### src/rtl/shift_xfer_sched_pkg.sv
// Shared types and constants for the load/shift register transfer sequencer.
package shift_xfer_sched_pkg;

  typedef enum logic [1:0] {
    IDLE  = 2'd0,
    LOAD  = 2'd1,
    SHIFT = 2'd2,
    DONE  = 2'd3
  } xfer_state_e;

  localparam int REQ0 = 0;
  localparam int REQ1 = 1;

endpackage

### src/rtl/rr_arb2.sv
// Two-input round-robin pick. rr_ptr holds the index of the previous owner;
// on contention the other requester wins.
module rr_arb2
  import shift_xfer_sched_pkg::*;
(
  input  logic [1:0] req,
  input  logic       rr_ptr,
  output logic [1:0] gnt
);

  always_comb begin
    gnt = 2'b00;
    case (req)
      2'b01:   gnt = 2'b01;
      2'b10:   gnt = 2'b10;
      2'b11:   gnt = (rr_ptr == 1'(REQ0)) ? 2'b10 : 2'b01;
      default: gnt = 2'b00;
    endcase
  end

endmodule

### src/rtl/shift_xfer_sched.sv
// Arbitrates two requesters onto one load/shift register: one load cycle,
// WIDTH shift cycles, then a done pulse (or an abort acknowledge) to the owner.
module shift_xfer_sched
  import shift_xfer_sched_pkg::*;
#(
  parameter int WIDTH = 4,
  parameter int CNT_W = 3
) (
  input  logic             clk_i,
  input  logic             rst_i,
  input  logic [1:0]       req_i2,
  input  logic [WIDTH-1:0] data0_i4,
  input  logic [WIDTH-1:0] data1_i4,
  input  logic [1:0]       fill_i2,
  input  logic [1:0]       abort_i2,
  output logic             ld_o,
  output logic             shift_o,
  output logic [WIDTH-1:0] I_o4,
  output logic             bstream_o,
  output logic [1:0]       gnt_o2,
  output logic             busy_o,
  output logic [1:0]       done_o2,
  output logic [1:0]       abrt_o2,
  output logic [1:0]       state_o
);

  // Handshake: req_i2 is a level held by a requester until it sees its bit
  // of done_o2 or abrt_o2; both of those are single-cycle pulses.
  xfer_state_e      state_q, state_d;
  logic [CNT_W-1:0] cnt_q;
  logic [WIDTH-1:0] word_q;
  logic [1:0]       gnt_q;
  logic [1:0]       abrt_q;
  logic             rr_q;
  logic [1:0]       arb_gnt;
  logic             owner;
  logic             abort_hit;
  logic             last_shift;

  rr_arb2 u_arb (
    .req    (req_i2),
    .rr_ptr (rr_q),
    .gnt    (arb_gnt)
  );

  assign owner      = gnt_q[REQ1];
  assign abort_hit  = |(abort_i2 & gnt_q) && (state_q == LOAD || state_q == SHIFT);
  assign last_shift = (cnt_q == CNT_W'(WIDTH - 1));

  always_ff @(posedge clk_i or negedge rst_i) begin
    if (!rst_i) state_q <= IDLE;
    else        state_q <= state_d;
  end

  always_comb begin
    state_d = state_q;
    case (state_q)
      IDLE:  if (|req_i2) state_d = LOAD;
      LOAD:  state_d = abort_hit ? IDLE : SHIFT;
      SHIFT: begin
        if (abort_hit)       state_d = IDLE;
        else if (last_shift) state_d = DONE;
      end
      DONE:  state_d = IDLE;
      default: state_d = IDLE;
    endcase
  end

  // Grant, snapshot, shift count and round-robin pointer.
  always_ff @(posedge clk_i or negedge rst_i) begin
    if (!rst_i) begin
      cnt_q  <= '0;
      word_q <= '0;
      gnt_q  <= 2'b00;
      abrt_q <= 2'b00;
      rr_q   <= 1'b1;
    end else begin
      abrt_q <= 2'b00;
      case (state_q)
        IDLE: begin
          if (|req_i2) begin
            gnt_q  <= arb_gnt;
            word_q <= arb_gnt[REQ1] ? data1_i4 : data0_i4;
          end
        end
        LOAD, SHIFT: begin
          cnt_q <= (state_q == LOAD) ? '0 : cnt_q + 1'b1;
          if (abort_hit) begin
            gnt_q  <= 2'b00;
            abrt_q <= gnt_q;
            rr_q   <= owner;
          end
        end
        DONE: begin
          gnt_q <= 2'b00;
          rr_q  <= owner;
        end
        default: ;
      endcase
    end
  end

  always_comb begin
    ld_o      = 1'b0;
    shift_o   = 1'b0;
    I_o4      = '0;
    bstream_o = 1'b0;
    done_o2   = 2'b00;
    gnt_o2    = gnt_q;
    busy_o    = (state_q != IDLE);
    abrt_o2   = abrt_q;
    state_o   = state_q;
    case (state_q)
      LOAD: begin
        ld_o = 1'b1;
        I_o4 = word_q;
      end
      SHIFT: begin
        shift_o   = 1'b1;
        bstream_o = fill_i2[owner];
      end
      DONE:    done_o2 = gnt_q;
      default: ;
    endcase
  end

endmodule
### config.mk
export PLATFORM = sky130hd
export DESIGN_NAME = shift_xfer_sched
export DESIGN_NICKNAME = d
export VERILOG_FILES = /design/src/rtl/shift_xfer_sched_pkg.sv /design/src/rtl/rr_arb2.sv /design/src/rtl/shift_xfer_sched.sv
export SDC_FILE = /design/constraint.sdc
export NUM_CORES = 1
export LEC_CHECK = 0
export ABC_CLOCK_PERIOD_IN_PS = 4400
export BUFFER_PORTS_ARGS = -buffer_cell sky130_fd_sc_hd__buf_2
export CAP_MARGIN = 20
export CORE_MARGIN = 2
export CORE_UTILIZATION = 40
export DETAILED_ROUTE_END_ITERATION = 10
export PLACE_DENSITY = 0.76
export SLEW_MARGIN = 15
export SYNTH_ARGS = -nofsm -noshare
export SYNTH_HDL_FRONTEND = slang
export SYNTH_SLANG_ARGS = --single-unit
### constraint.sdc
create_clock -name clk_i -period 4.4 [get_ports clk_i]
set_input_delay 0.22 -clock clk_i [delete_from_list [all_inputs] [get_ports clk_i]]
set_output_delay 0.22 -clock clk_i [all_outputs]
set_load 0.1 [all_outputs]
==> summary.md, run 1 <==
| Metric | Value |
|---|---|
| Post-synthesis sequential area ratio | `a little over two fifths` |
| Syn Std Cell Area | `809.5 um^2` |
| Crit path launch type | `flop` |
| Antenna violations before repair | `0` |
| Hold wc startpoint | `data0_i4[3]` |
| Clock latency on the worst-skew pair | `280 ps` |
| Total count of max-transition violations in the final report | `0` |
| Worst Skew | `a little over 4 ps` |
| Number of warning messages in the yosys log | `0` |
| Crit path max fanout | `9` |
| Number of hold-slack violations in the final timing report | `0` |
| Count leader, synth | `sky130_fd_sc_hd__dfrtp_1` |
| Max-cap violation count | `0` |
| Highest clock frequency the design can meet | `507.8 MHz` |
| Clock buffers created by TritonCTS | `3` |
| Cell Chain, Critical Path | `inv_1, ha_1, and2_1, buf_2` |
| Count of buffers inserted at the top-level ports | `31` |
| Post-synth top area share | `40.19%` |
| Shortest clock period the worst path allows after layout | `1969 ps` |
| Vias per std cell | `about 5` |
| Slowest library cell on the worst path | `sky130_fd_sc_hd__dfrtp_1` |
| I/O pin count | `32` |
| Capturing point of the worst reg2reg path | `rr_q` |
| Final Hold Slack | `205.1 ps` |
| Critical R2R Launch | `state_o[0]` |
| Clock root buffer | `sky130_fd_sc_hd__clkbuf_4` |
| Number of nets in the final layout | `~130` |
| Cell taking the most area after synthesis | `sky130_fd_sc_hd__dfrtp_1` |
| Mean cell area of the mapped netlist | `10.65 um^2` |
| Fraction of the cycle the final worst path needs | `44.75%` |
| TritonCTS clock tree | `built` |
| Leading post-synthesis cells by cell area | `sky130_fd_sc_hd__dfrtp_1, sky130_fd_sc_hd__ha_1, sky130_fd_sc_hd__mux2i_1, sky130_fd_sc_hd__a22o_1, sky130_fd_sc_hd__and2_1` |
| Number of detailed-routing iterations run before antenna repair | `3` |
| Buffers plus inverters on the worst setup path | `2` |
| Area overhead of the layout relative to synthesis | `27.20%` |
| Die Area | `0.002400 mm^2` |
| HP Class | `input port to flop` |
| H-tree Lvls | `1` |
| Vias in the first global route | `671` |
| Starting Density | `approximately two fifths` |
| Mapped Cells | `76` |
| Type of destination of the critical path | `primary output` |
| Share of post-route cells with drive strength above 1 | `about two fifths` |
| Setup repair bufs after CTS | `0` |
| Dominant register cell in the synthesized netlist | `sky130_fd_sc_hd__dfrtp_1` |
| Synth top cells by count | `sky130_fd_sc_hd__dfrtp_1, sky130_fd_sc_hd__inv_1, sky130_fd_sc_hd__ha_1` |
| Data arrival time of the critical path | `1750 ps` |
| GRT overflow | `0` |
| Remaining max-slew budget at the tightest pin | `roughly 68%` |
| Cells on worst reg2reg path | `5` |
| Top cell family by delay on the critical path | `buffers and inverters` |
| Share of flip-flops with an asynchronous set or reset after synthesis | `100.0%` |
| Final ANT Viol Nets | `0` |
| Result of the run | `finished, final reports clean` |
| Final setup violation count | `0` |
| Global-route wire length before repair | `2946 um` |
| Core area | `0.001942 mm^2` |
| Detail Placement HPWL | `about 1300 um` |
| Hold Path Sink | `word_q[3]` |
| Vias after detailed routing | `between 600 and 700` |
| Height of the die | `just under 50 um` |
| Maximum root-to-sink buffer count | `2` |
| Synth Net Count | `98` |
| Number of rows in the core area | `16` |
| All-Layer GR Usage | `16.30%` |
| Antenna Cells | `0` |
| Drt wl/cell | `roughly 12 um` |
| Number of DRC markers in iteration 0 | `5` |
| Worst-Margin Slew | `488.5 ps` |
| # resized after CTS | `0` |
| Unrepaired setup endpoints after global routing | `false` |
| Clock sink total | `14` |
| Cell depth of the worst min-delay path | `3` |
| Residual DRC | `0` |
| Pin count of the biggest net entering global routing | `15` |
| FF-to-FF setup slack | `2760 ps` |
| Total Neg Setup Slack | `0 ps` |
| Gpl congestion | `~0.81` |
| Clock slew at reported path FFs | `80 ps` |
| Number of filler instances in the final layout | `194` |
| Count of flip-flops with a built-in enable after synthesis | `0` |
| Crit-path max cell delay | `420 ps` |
| Hold bufs inserted after CTS | `1` |
| Netlist cell types | `28` |
| Number of flip-flops and latches in the synthesized netlist | `14` |
| Chip width | `48.99 um` |
| Critical path class | `flop to primary output` |
| Crit path required time | `4180 ps` |
| Total Routed Length | `1637 um` |
| Cell depth of the worst setup path | `4` |
==> final cells by class <==
| cell class | count | area [um^2] | area share, % |
|---|---|---|---|
| well taps | 27 | 33.78 | 3.281 |
| clock buffers | 4 | 26.28 | 2.552 |
| inverters | 7 | 26.28 | 2.552 |
| multi-input cells | 54 | 426.7 | 41.43 |
| flip-flops and latches | 14 | 351.6 | 34.14 |
| repair buffers | 32 | 165.2 | 16.04 |
==> how the worst max path moves through the flow <==
stage / startpoint / to / slack [ps]
after CTS: state_o[1] / I_o4[1] / 2420
after global placement: state_o[1] / I_o4[0] / 2790
after floorplan: state_o[1] / bstream_o / 780
after global routing: state_o[1] / I_o4[0] / 2350
after detailed placement: state_o[1] / I_o4[1] / 2740
final: state_o[1] / I_o4[1] / 2430
==> cells in the final DEF (no fill, tap or decap), types with 2 or more instances in the layout <==
cell,count
sky130_fd_sc_hd__a21oi_1,3
sky130_fd_sc_hd__a22o_1,4
sky130_fd_sc_hd__and2_1,5
sky130_fd_sc_hd__and3_2,2
sky130_fd_sc_hd__buf_2,31
sky130_fd_sc_hd__clkbuf_4,3
sky130_fd_sc_hd__dfrtp_1,13
sky130_fd_sc_hd__ha_1,6
sky130_fd_sc_hd__inv_1,7
sky130_fd_sc_hd__mux2i_1,5
sky130_fd_sc_hd__nand2_1,4
sky130_fd_sc_hd__nor2_1,2
sky130_fd_sc_hd__nor2b_1,2
sky130_fd_sc_hd__o21ai_0,3
sky130_fd_sc_hd__o21ai_1,5
==> kinds of logic (layout without fill, tap and decap cells) <==
kind of cell / count (synthesis) / count (layout) / share of synthesized area, %
AOI/OAI and AO/OA: 22 / 22 / 20.86
and+or+nand+nor: 19 / 19 / 13.60
DFF: 14 / 14 / 43.43
buffers and inverters: 8 / 43 / 3.864
muxes: 7 / 7 / 8.965
adders and majority gates: 6 / 6 / 9.273
==> per-stage QoR <==
step / cells / setup WS, ps / util (%) / area, um^2
after global routing: 138 / 2346 / 53.03 / 1030
after global placement: 133 / 2787 / 51.16 / 993.5
after CTS: 138 / 2415 / 53.03 / 1030
final: 138 / 2431 / 53.03 / 1030
after floorplan: 76 / 784.3 / - / 809.5
after detailed placement: 133 / 2744 / 51.16 / 993.5
==> state kept, by name, summed over array words and instances (netlist names) <==
signal	count
abrt_o2	2
gnt_o2	2
word_q	4
rr_q	1
cnt_q	3
state_o	2
==> metal layers <==
metal | wire length (um) | up-vias | track usage [%]
met5 | 0 | - | 0
met4 | 38 | 0 | 10.00
met3 | 101 | 5 | 3.374
met2 | 794 | 24 | 27.40
met1 | 702 | 322 | 18.95
li1 | - | 339 | -
==> worst reg2reg max path: cells and delay by family, from the launching register on <==
kind	cells	cell delay (ps)
adder cells (fa/ha/maj)	1	460
flip-flops	1	410
AO/OA/AOI/OAI	1	170
multiplexers	1	330
buffers and inverters	2	190
Power of run 1 is not shown: default switching activity piles up to over one toggle a cycle in this logic, so the estimate is an artifact.
==> inputs of run 2 (changes only) <==
--- a/config.mk
+++ b/config.mk
@@ -5,7 +5,7 @@
 export SDC_FILE = /design/constraint.sdc
 export NUM_CORES = 1
 export LEC_CHECK = 0
-export ABC_CLOCK_PERIOD_IN_PS = 4400
+export ABC_CLOCK_PERIOD_IN_PS = 2050
 export BUFFER_PORTS_ARGS = -buffer_cell sky130_fd_sc_hd__buf_2
 export CAP_MARGIN = 20
 export CORE_MARGIN = 2
==> constraint.sdc (replaced) <==
create_clock -name clk_i -period 2.05 [get_ports clk_i]
set_input_delay 0.1025 -clock clk_i [delete_from_list [all_inputs] [get_ports clk_i]]
set_output_delay 0.1025 -clock clk_i [all_outputs]
set_load 0.1 [all_outputs]
==> run 2 against run 1 <==
Global-route usage rose by 0.96 points. Register-to-register slack worse by 2300 ps. Final area increased by 4.0%. Clock-buffer cell count is the same. Via count increased by 4.2%. Critical endpoint unchanged. Sequential share of layout area is 0.62 points lower. Final cell count unchanged. Flip-flop and latch count stayed put. Worst hold slack worse by 120 ps.
==> summary.md, run 2 (synthesis gave the netlist of run 1 again) <==
| Metric | Value |
|---|---|
| Clock latency on the worst-skew pair | `280 ps (about the same)` |
| Detail Placement HPWL | `1368 um (+4.8%)` |
| Residual DRC | `0 (unchanged)` |
| Met3 capacity usage during global routing | `2.454% (-0.92 points)` |
| Clock sink total | `14 (unchanged)` |
| Starting Density | `41.69% (unchanged)` |
| Number of DRC markers in iteration 0 | `12 (+7)` |
| Share of post-route cells with drive strength above 1 | `49.55% (+11 points)` |
| Drt wl/cell | `12.82 um (+8.1%)` |
| Unrepaired setup endpoints after global routing | `false` |
| Cell depth of the worst setup path | `4 (unchanged)` |
| Cell depth of the worst min-delay path | `3 (unchanged)` |
| Top reg by flops | `word_q` |
| Final ANT Viol Nets | `0 (unchanged)` |
| Crit path max fanout | `9 (unchanged)` |
| Global-route wire length before repair | `3174 um (+7.7%)` |
| Result of the run | `finished, final reports clean` |
| Buffers plus inverters on the worst setup path | `2 (unchanged)` |
| Vias after detailed routing | `719 (+4.2%)` |
| Flip-flop count of the largest register after layout | `4 (unchanged)` |
| Worst-Margin Slew | `486.8 ps (-1.638 ps)` |
| GRT overflow | `0 (unchanged)` |
| Combined flip-flop and latch cell area | `359.1 um^2 (+2.1%)` |
| Max-cap violation count | `0 (unchanged)` |
| H-tree Lvls | `1 (unchanged)` |
| Antenna violations before repair | `0 (unchanged)` |
| Vias per std cell | `5.210 (+4.2%)` |
| Antenna Cells | `0 (unchanged)` |
| Largest registers | `word_q (4), cnt_q (3)` |
| Top cell family by delay on the critical path | `buffers and inverters` |
| Critical path class | `flop to primary output` |
| Area overhead of the layout relative to synthesis | `32.30%` |
| # resized after CTS | `0 (unchanged)` |
| Number of hold-slack violations in the final timing report | `0 (unchanged)` |
| Crit path required time | `1950 ps (-2230 ps)` |
| Highest clock frequency the design can meet | `approximately 530 MHz` |
| Worst Skew | `5.867 ps (+1.759 ps)` |
| Number of nets in the final layout | `134 (unchanged)` |
| TritonCTS clock tree | `built` |
| Grt peak-use layer | `met2` |
| Slowest library cell on the worst path | `sky130_fd_sc_hd__dfrtp_4` |
| Gpl congestion | `0.7120 (-13%)` |
| Die Area | `0.002400 mm^2 (unchanged)` |
| Fraction of the cycle the final worst path needs | `~91%` |
| Total count of max-transition violations in the final report | `0 (unchanged)` |
| Final setup margin | `177.8 ps (-2253 ps)` |
| Number of rows in the core area | `16 (unchanged)` |
| Global Route met1 Usage | `21.46% (+2.5 points)` |
| Vias in the first global route | `712 (+6.1%)` |
| Clock slew at reported path FFs | `90 ps (about the same)` |
| Final setup violation count | `0 (unchanged)` |
| Clock root buffer | `sky130_fd_sc_hd__clkbuf_4` |
| Maximum root-to-sink buffer count | `2 (unchanged)` |
| Highest-count cells in the layout ignoring fill and taps | `sky130_fd_sc_hd__buf_2, sky130_fd_sc_hd__dfrtp_1, sky130_fd_sc_hd__inv_1` |
| Crit-path max cell delay | `500 ps (+80 ps)` |
| Shortest clock period the worst path allows after layout | `1872 ps` |
| Cells on worst reg2reg path | `5 (unchanged)` |
| Number of detailed-routing iterations run before antenna repair | `4 (+1)` |
| All-Layer GR Usage | `17.26% (+0.96 points)` |
| Remaining max-slew budget at the tightest pin | `67.77% (+0.11 points)` |
| Cell Chain, Critical Path | `inv_1, ha_2, and2_2, buf_2` |
| Number of filler instances in the final layout | `195 (+0.52%)` |
| Data arrival time of the critical path | `1770 ps (+20 ps)` |
| I/O pin count | `32 (unchanged)` |
| Clock buffers created by TritonCTS | `3 (unchanged)` |
| Type of destination of the critical path | `primary output` |
| Leading cell type in the layout, fill and taps excluded | `sky130_fd_sc_hd__buf_2` |
| Met2 track demand over resource | `27.85% (+0.46 points)` |
| Chip width | `48.99 um (unchanged)` |
| Crit path launch type | `flop` |
| Total Routed Length | `1769 um (+8.1%)` |
| Worst slack at placement | `456.5 ps (-2288 ps)` |
| Pin count of the biggest net entering global routing | `15 (unchanged)` |
| Core area | `0.001942 mm^2 (unchanged)` |
| Area of the multi-input gates | `446.7 um^2 (+4.7%)` |
| Count of buffers inserted at the top-level ports | `31 (unchanged)` |
| Height of the die | `48.99 um (unchanged)` |
| HP Class | `input port to flop` |
-- run 2: cell count changes in the layout (fill, tap and decap cells not counted), moves of 2 or more --
cell,change
sky130_fd_sc_hd__ha_2,+3
sky130_fd_sc_hd__dfrtp_4,+2
sky130_fd_sc_hd__and2_1,-4
sky130_fd_sc_hd__dfrtp_1,-2
sky130_fd_sc_hd__ha_1,-3
sky130_fd_sc_hd__and2_2,+4
-- run 2: through the flow --
step / util (%) / instances / setup TNS, ps / area (um^2) / hold slack [ps]
after floorplan: - / 76 / -42.40 / 840.8 / -193.1
after global placement: 52.77 / 133 / 0 / 1025 / 15.24
after detailed placement: 52.77 / 133 / 0 / 1025 / 13.15
after CTS: 55.15 / 138 / 0 / 1071 / 85.13
after global routing: 55.15 / 138 / 0 / 1071 / 95.17
final: 55.15 / 138 / 0 / 1071 / 85.47
-- run 2: layout make-up --
cell class | instances | share of cell area, %
multi-input combinational | 54 | 41.71
sequential | 14 | 33.53
timing repair buffer | 32 | 15.42
clock buffer | 4 | 3.388
tap | 27 | 3.154
inverter | 7 | 2.804
-- run 2: worst register-to-register path, cell delays in order, from the launching register on --
cell and delay, ps:
sky130_fd_sc_hd__dfrtp_4 450, sky130_fd_sc_hd__inv_1 70, sky130_fd_sc_hd__ha_2 420, sky130_fd_sc_hd__inv_1 100
sky130_fd_sc_hd__o21ai_1 150, sky130_fd_sc_hd__mux2_1 340
-- run 2: path summary, 6_finish.rpt --
check,startpoint,to,slack (ps)
max,state_o[1],I_o4[1],180
max in group asynchronous,rst_i,rr_q,1530
min,data0_i4[1],word_q[1],90
min in group asynchronous,rst_i,abrt_o2[1],230
min reg2reg,word_q[2],word_q[2],480
max reg2reg,state_o[0],rr_q,450
-- run 2: what timing repair did --
| action | CTS | global route |
|---|---|---|
| setup buffers | 0 | 0 |
| hold endpoints to repair | 14 | 0 |
| hold buffers | 1 | 0 |
-- run 2: routing by layer --
layer | share of wire, % | wire (um)
met1 | 43 | 756
met2 | 48 | 856
met3 | 6.2 | 109
met4 | 2.6 | 46
met5 | 0 | 0
Power of run 2 is left out for the same reason.
==> inputs of run 3 (changes only) <==
--- a/config.mk
+++ b/config.mk
@@ -5,10 +5,10 @@
 export SDC_FILE = /design/constraint.sdc
 export NUM_CORES = 1
 export LEC_CHECK = 0
+export ABC_AREA = 1
 export ABC_CLOCK_PERIOD_IN_PS = 2050
 export BUFFER_PORTS_ARGS = -buffer_cell sky130_fd_sc_hd__buf_2
 export CAP_MARGIN = 20
-export CORE_MARGIN = 2
 export CORE_UTILIZATION = 40
 export DETAILED_ROUTE_END_ITERATION = 10
 export PLACE_DENSITY = 0.76
==> run 3 against run 2 <==
Synthesized area grew 1.4%. Non-clock buffer count unchanged. Critical path depth is 1 higher. Maximum frequency up 4.1%. Worst setup slack better by 74 ps. Register-to-register slack better by 160 ps. Global-route usage grew 1.8 points. Worst hold slack lost 18 ps. Clock-buffer cell count unchanged. Flip-flop and latch count unchanged.
==> summary.md, run 3 <==
| Metric | Value |
|---|---|
| # resized after CTS | `0 (unchanged)` |
| Number of filler instances in the final layout | `191 (-2.1%)` |
| Number of detailed-routing iterations run before antenna repair | `4 (unchanged)` |
| Highest-count cells in the layout ignoring fill and taps | `sky130_fd_sc_hd__nand2_1, sky130_fd_sc_hd__buf_2, sky130_fd_sc_hd__inv_1` |
| Maximum root-to-sink buffer count | `2 (unchanged)` |
| TritonCTS clock tree | `built` |
| Top reg by flops | `word_q` |
| Hold Path Sink | `word_q[2]` |
| Combined flip-flop and latch cell area | `354.1 um^2 (-1.4%)` |
| Data arrival time of the critical path | `1700 ps (-70 ps)` |
| Capturing point of the worst reg2reg path | `word_q[0]` |
| Cell depth of the worst min-delay path | `3 (unchanged)` |
| Worst-Margin Slew | `491.3 ps (+4.408 ps)` |
| Count of flip-flops with a built-in enable after synthesis | `0 (unchanged)` |
| Vias per std cell | `4.562 (-12%)` |
| Crit path max fanout | `5 (-4)` |
| Share of flip-flops with an asynchronous set or reset after synthesis | `100.0% (unchanged)` |
| Mean cell area of the mapped netlist | `7.743 um^2 (-27%)` |
| Global-route wire length before repair | `2911 um (-8.3%)` |
| Number of flip-flops and latches in the synthesized netlist | `14 (unchanged)` |
| Vias after detailed routing | `771 (+7.2%)` |
| Detail Placement HPWL | `1414 um (+3.4%)` |
| Max-cap violation count | `0 (unchanged)` |
| GRT overflow | `0 (unchanged)` |
| Post-synth top area share | `39.63% (-0.55 points)` |
| Dominant register cell in the synthesized netlist | `sky130_fd_sc_hd__dfrtp_1` |
| Count of buffers inserted at the top-level ports | `31 (unchanged)` |
| HP Class | `input port to flop` |
| Result of the run | `finished, final reports clean` |
| Total count of max-transition violations in the final report | `0 (unchanged)` |
| Residual DRC | `0 (unchanged)` |
| Count leader, synth | `sky130_fd_sc_hd__nand2_1` |
| Share of post-route cells with drive strength above 1 | `39.44% (-10 points)` |
| Drt wl/cell | `10.48 um (-18%)` |
| Crit path required time | `1950 ps (about the same)` |
| Area of the multi-input gates | `420.4 um^2 (-5.9%)` |
| Highest clock frequency the design can meet | `556.2 MHz (+4.1%)` |
| Flip-flop count of the largest register after layout | `4 (unchanged)` |
| Clock latency on the worst-skew pair | `280 ps (about the same)` |
| Critical path class | `flop to primary output` |
| Height of the die | `47.30 um (-3.4%)` |
| All-Layer GR Usage | `19.05% (+1.8 points)` |
| Starting Density | `42.27% (+0.58 points)` |
| Number of nets in the final layout | `165 (+23%)` |
| Syn Std Cell Area | `820.8 um^2 (+1.4%)` |
| Highest layer used for signal routing | `met4` |
| Die Area | `0.002237 mm^2 (-6.8%)` |
| Crit path launch type | `flop` |
| Clock slew at reported path FFs | `90 ps (about the same)` |
| Setup repair bufs after CTS | `0 (unchanged)` |
| Fraction of the cycle the final worst path needs | `87.70% (-3.6 points)` |
| Routed wire length on met2 | `889 um (+3.9%)` |
| Synth top cells by count | `sky130_fd_sc_hd__nand2_1, sky130_fd_sc_hd__inv_1, sky130_fd_sc_hd__dfrtp_1, sky130_fd_sc_hd__nand2_2, sky130_fd_sc_hd__nor2_1` |
| Synth Net Count | `128 (+31%)` |
| Mapped Cells | `106 (+39%)` |
| I/O pin count | `32 (unchanged)` |
| Final ANT Viol Nets | `0 (unchanged)` |
| Post-synthesis sequential area ratio | `42.84% (-0.60 points)` |
| Pin count of the biggest net entering global routing | `15 (unchanged)` |
| Chip width | `47.30 um (-3.4%)` |
| Leading post-synthesis cells by cell area | `sky130_fd_sc_hd__dfrtp_1, sky130_fd_sc_hd__nand2_1, sky130_fd_sc_hd__ha_1, sky130_fd_sc_hd__inv_1, sky130_fd_sc_hd__nand2_2` |
| Cells on worst reg2reg path | `7 (+2)` |
| Sum of routed wire segments on met1 | `803 um (+6.2%)` |
| Antenna Cells | `0 (unchanged)` |
| Total met3 wirelength after detailed routing | `69 um (-37%)` |
| Leading cell type in the layout, fill and taps excluded | `sky130_fd_sc_hd__nand2_1` |
| FF-to-FF setup slack | `610 ps (+160 ps)` |
| Critical R2R Launch | `state_o[0]` |
| Unrepaired setup endpoints after global routing | `false` |
| Worst Skew | `4.239 ps (-1.628 ps)` |
| Number of rows in the core area | `16 (unchanged)` |
| Number of warning messages in the yosys log | `0 (unchanged)` |
| Largest registers | `word_q (4), cnt_q (3)` |
| Clock sink total | `14 (unchanged)` |
| Total Routed Length | `1771 um (+0.11%)` |
| Gpl congestion | `0.8554 (+20%)` |
| Number of DRC markers in iteration 0 | `16 (+4)` |
| Clock root buffer | `sky130_fd_sc_hd__clkbuf_4` |
| Post-route core utilization | `56.44% (+1.3 points)` |
| Hold wc startpoint | `data1_i4[2]` |
| Area overhead of the layout relative to synthesis | `33.54%` |
| Type of destination of the critical path | `primary output` |
| Core area | `0.001942 mm^2 (unchanged)` |
| Vias in the first global route | `686 (-3.7%)` |
| Total Neg Setup Slack | `0 ps (unchanged)` |
| H-tree Lvls | `1 (unchanged)` |
| Final setup violation count | `0 (unchanged)` |
| Hold bufs inserted after CTS | `1 (unchanged)` |
| Cell taking the most area after synthesis | `sky130_fd_sc_hd__dfrtp_1` |
| Antenna violations before repair | `0 (unchanged)` |
| Number of hold-slack violations in the final timing report | `0 (unchanged)` |
| Remaining max-slew budget at the tightest pin | `67.48% (-0.29 points)` |
| Clock buffers created by TritonCTS | `3 (unchanged)` |
| Netlist cell types | `15 (-46%)` |
| Shortest clock period the worst path allows after layout | `1798 ps (-74.34 ps)` |
run 3: cell types whose count changed in the layout (fill, tap and decap cells not counted), sizes merged, moves of 5 or more:
cell   delta
mux2i     -5
nand3     +7
and2      -6
nand2    +36
inv       +9
nor2      +8
run 3: cell type report:
cell class / count / share of cell area (%)
inverter: 19 / 7.877
clock buffer: 4 / 3.311
sequential: 14 / 32.31
multi-input combinational: 73 / 38.36
tap: 27 / 3.082
timing repair buffer: 32 / 15.07
run 3: how the worst max path moves through the flow:
| stage | from | endpoint | slack, ps | cells past startpoint |
|---|---|---|---|---|
| 3_5_place_dp | state_o[0] | bstream_o | 570 | 5 |
| 4_1_cts | state_o[0] | bstream_o | 240 | 5 |
| 5_1_grt | state_o[0] | bstream_o | 170 | 5 |
| 6_report | state_o[0] | bstream_o | 250 | 5 |
| 3_3_place_gp | state_o[0] | bstream_o | 590 | 5 |
| 2_1_floorplan | state_o[0] | bstream_o | 40 | 4 |
run 3: worst max-delay path: stages (launching register included):
cell	delay, ps
sky130_fd_sc_hd__dfrtp_2	450
sky130_fd_sc_hd__inv_1	140
sky130_fd_sc_hd__ha_4	170
sky130_fd_sc_hd__o21ai_0	130
sky130_fd_sc_hd__nor2_4	100
sky130_fd_sc_hd__buf_2	420
run 3: per-stage QoR:
stage	cells	instance area, um^2	hold slack, ps	setup slack (ps)
5_1_grt	169	1096	75.90	168.7
2_1_floorplan	106	860.8	-193.1	36.48
3_3_place_gp	164	1050	10.31	592.4
4_1_cts	169	1096	64.12	236.4
6_report	169	1096	67.85	252.2
3_5_place_dp	164	1050	12.97	569.1
run 3: metal layers:
metal / track usage, % / vias to the layer above
li1: - / 396
met1: 23.06 / 349
met2: 31.78 / 24
met3: 5.769 / 2
met4: 6.857 / 0
met5: 0 / -
run 3: cells by family (layout without fill, tap and decap cells):
| kind of cell | count (synthesis) | after routing | synth area share (%) |
|---|---|---|---|
| and+or+nand+nor | 57 | 57 | 32.47 |
| buffers and inverters | 19 | 55 | 8.688 |
| DFF | 14 | 14 | 42.84 |
| AOI/OAI and AO/OA | 10 | 10 | 6.859 |
| adders and majority gates | 6 | 6 | 9.146 |
Power of run 3 is left out for the same reason.
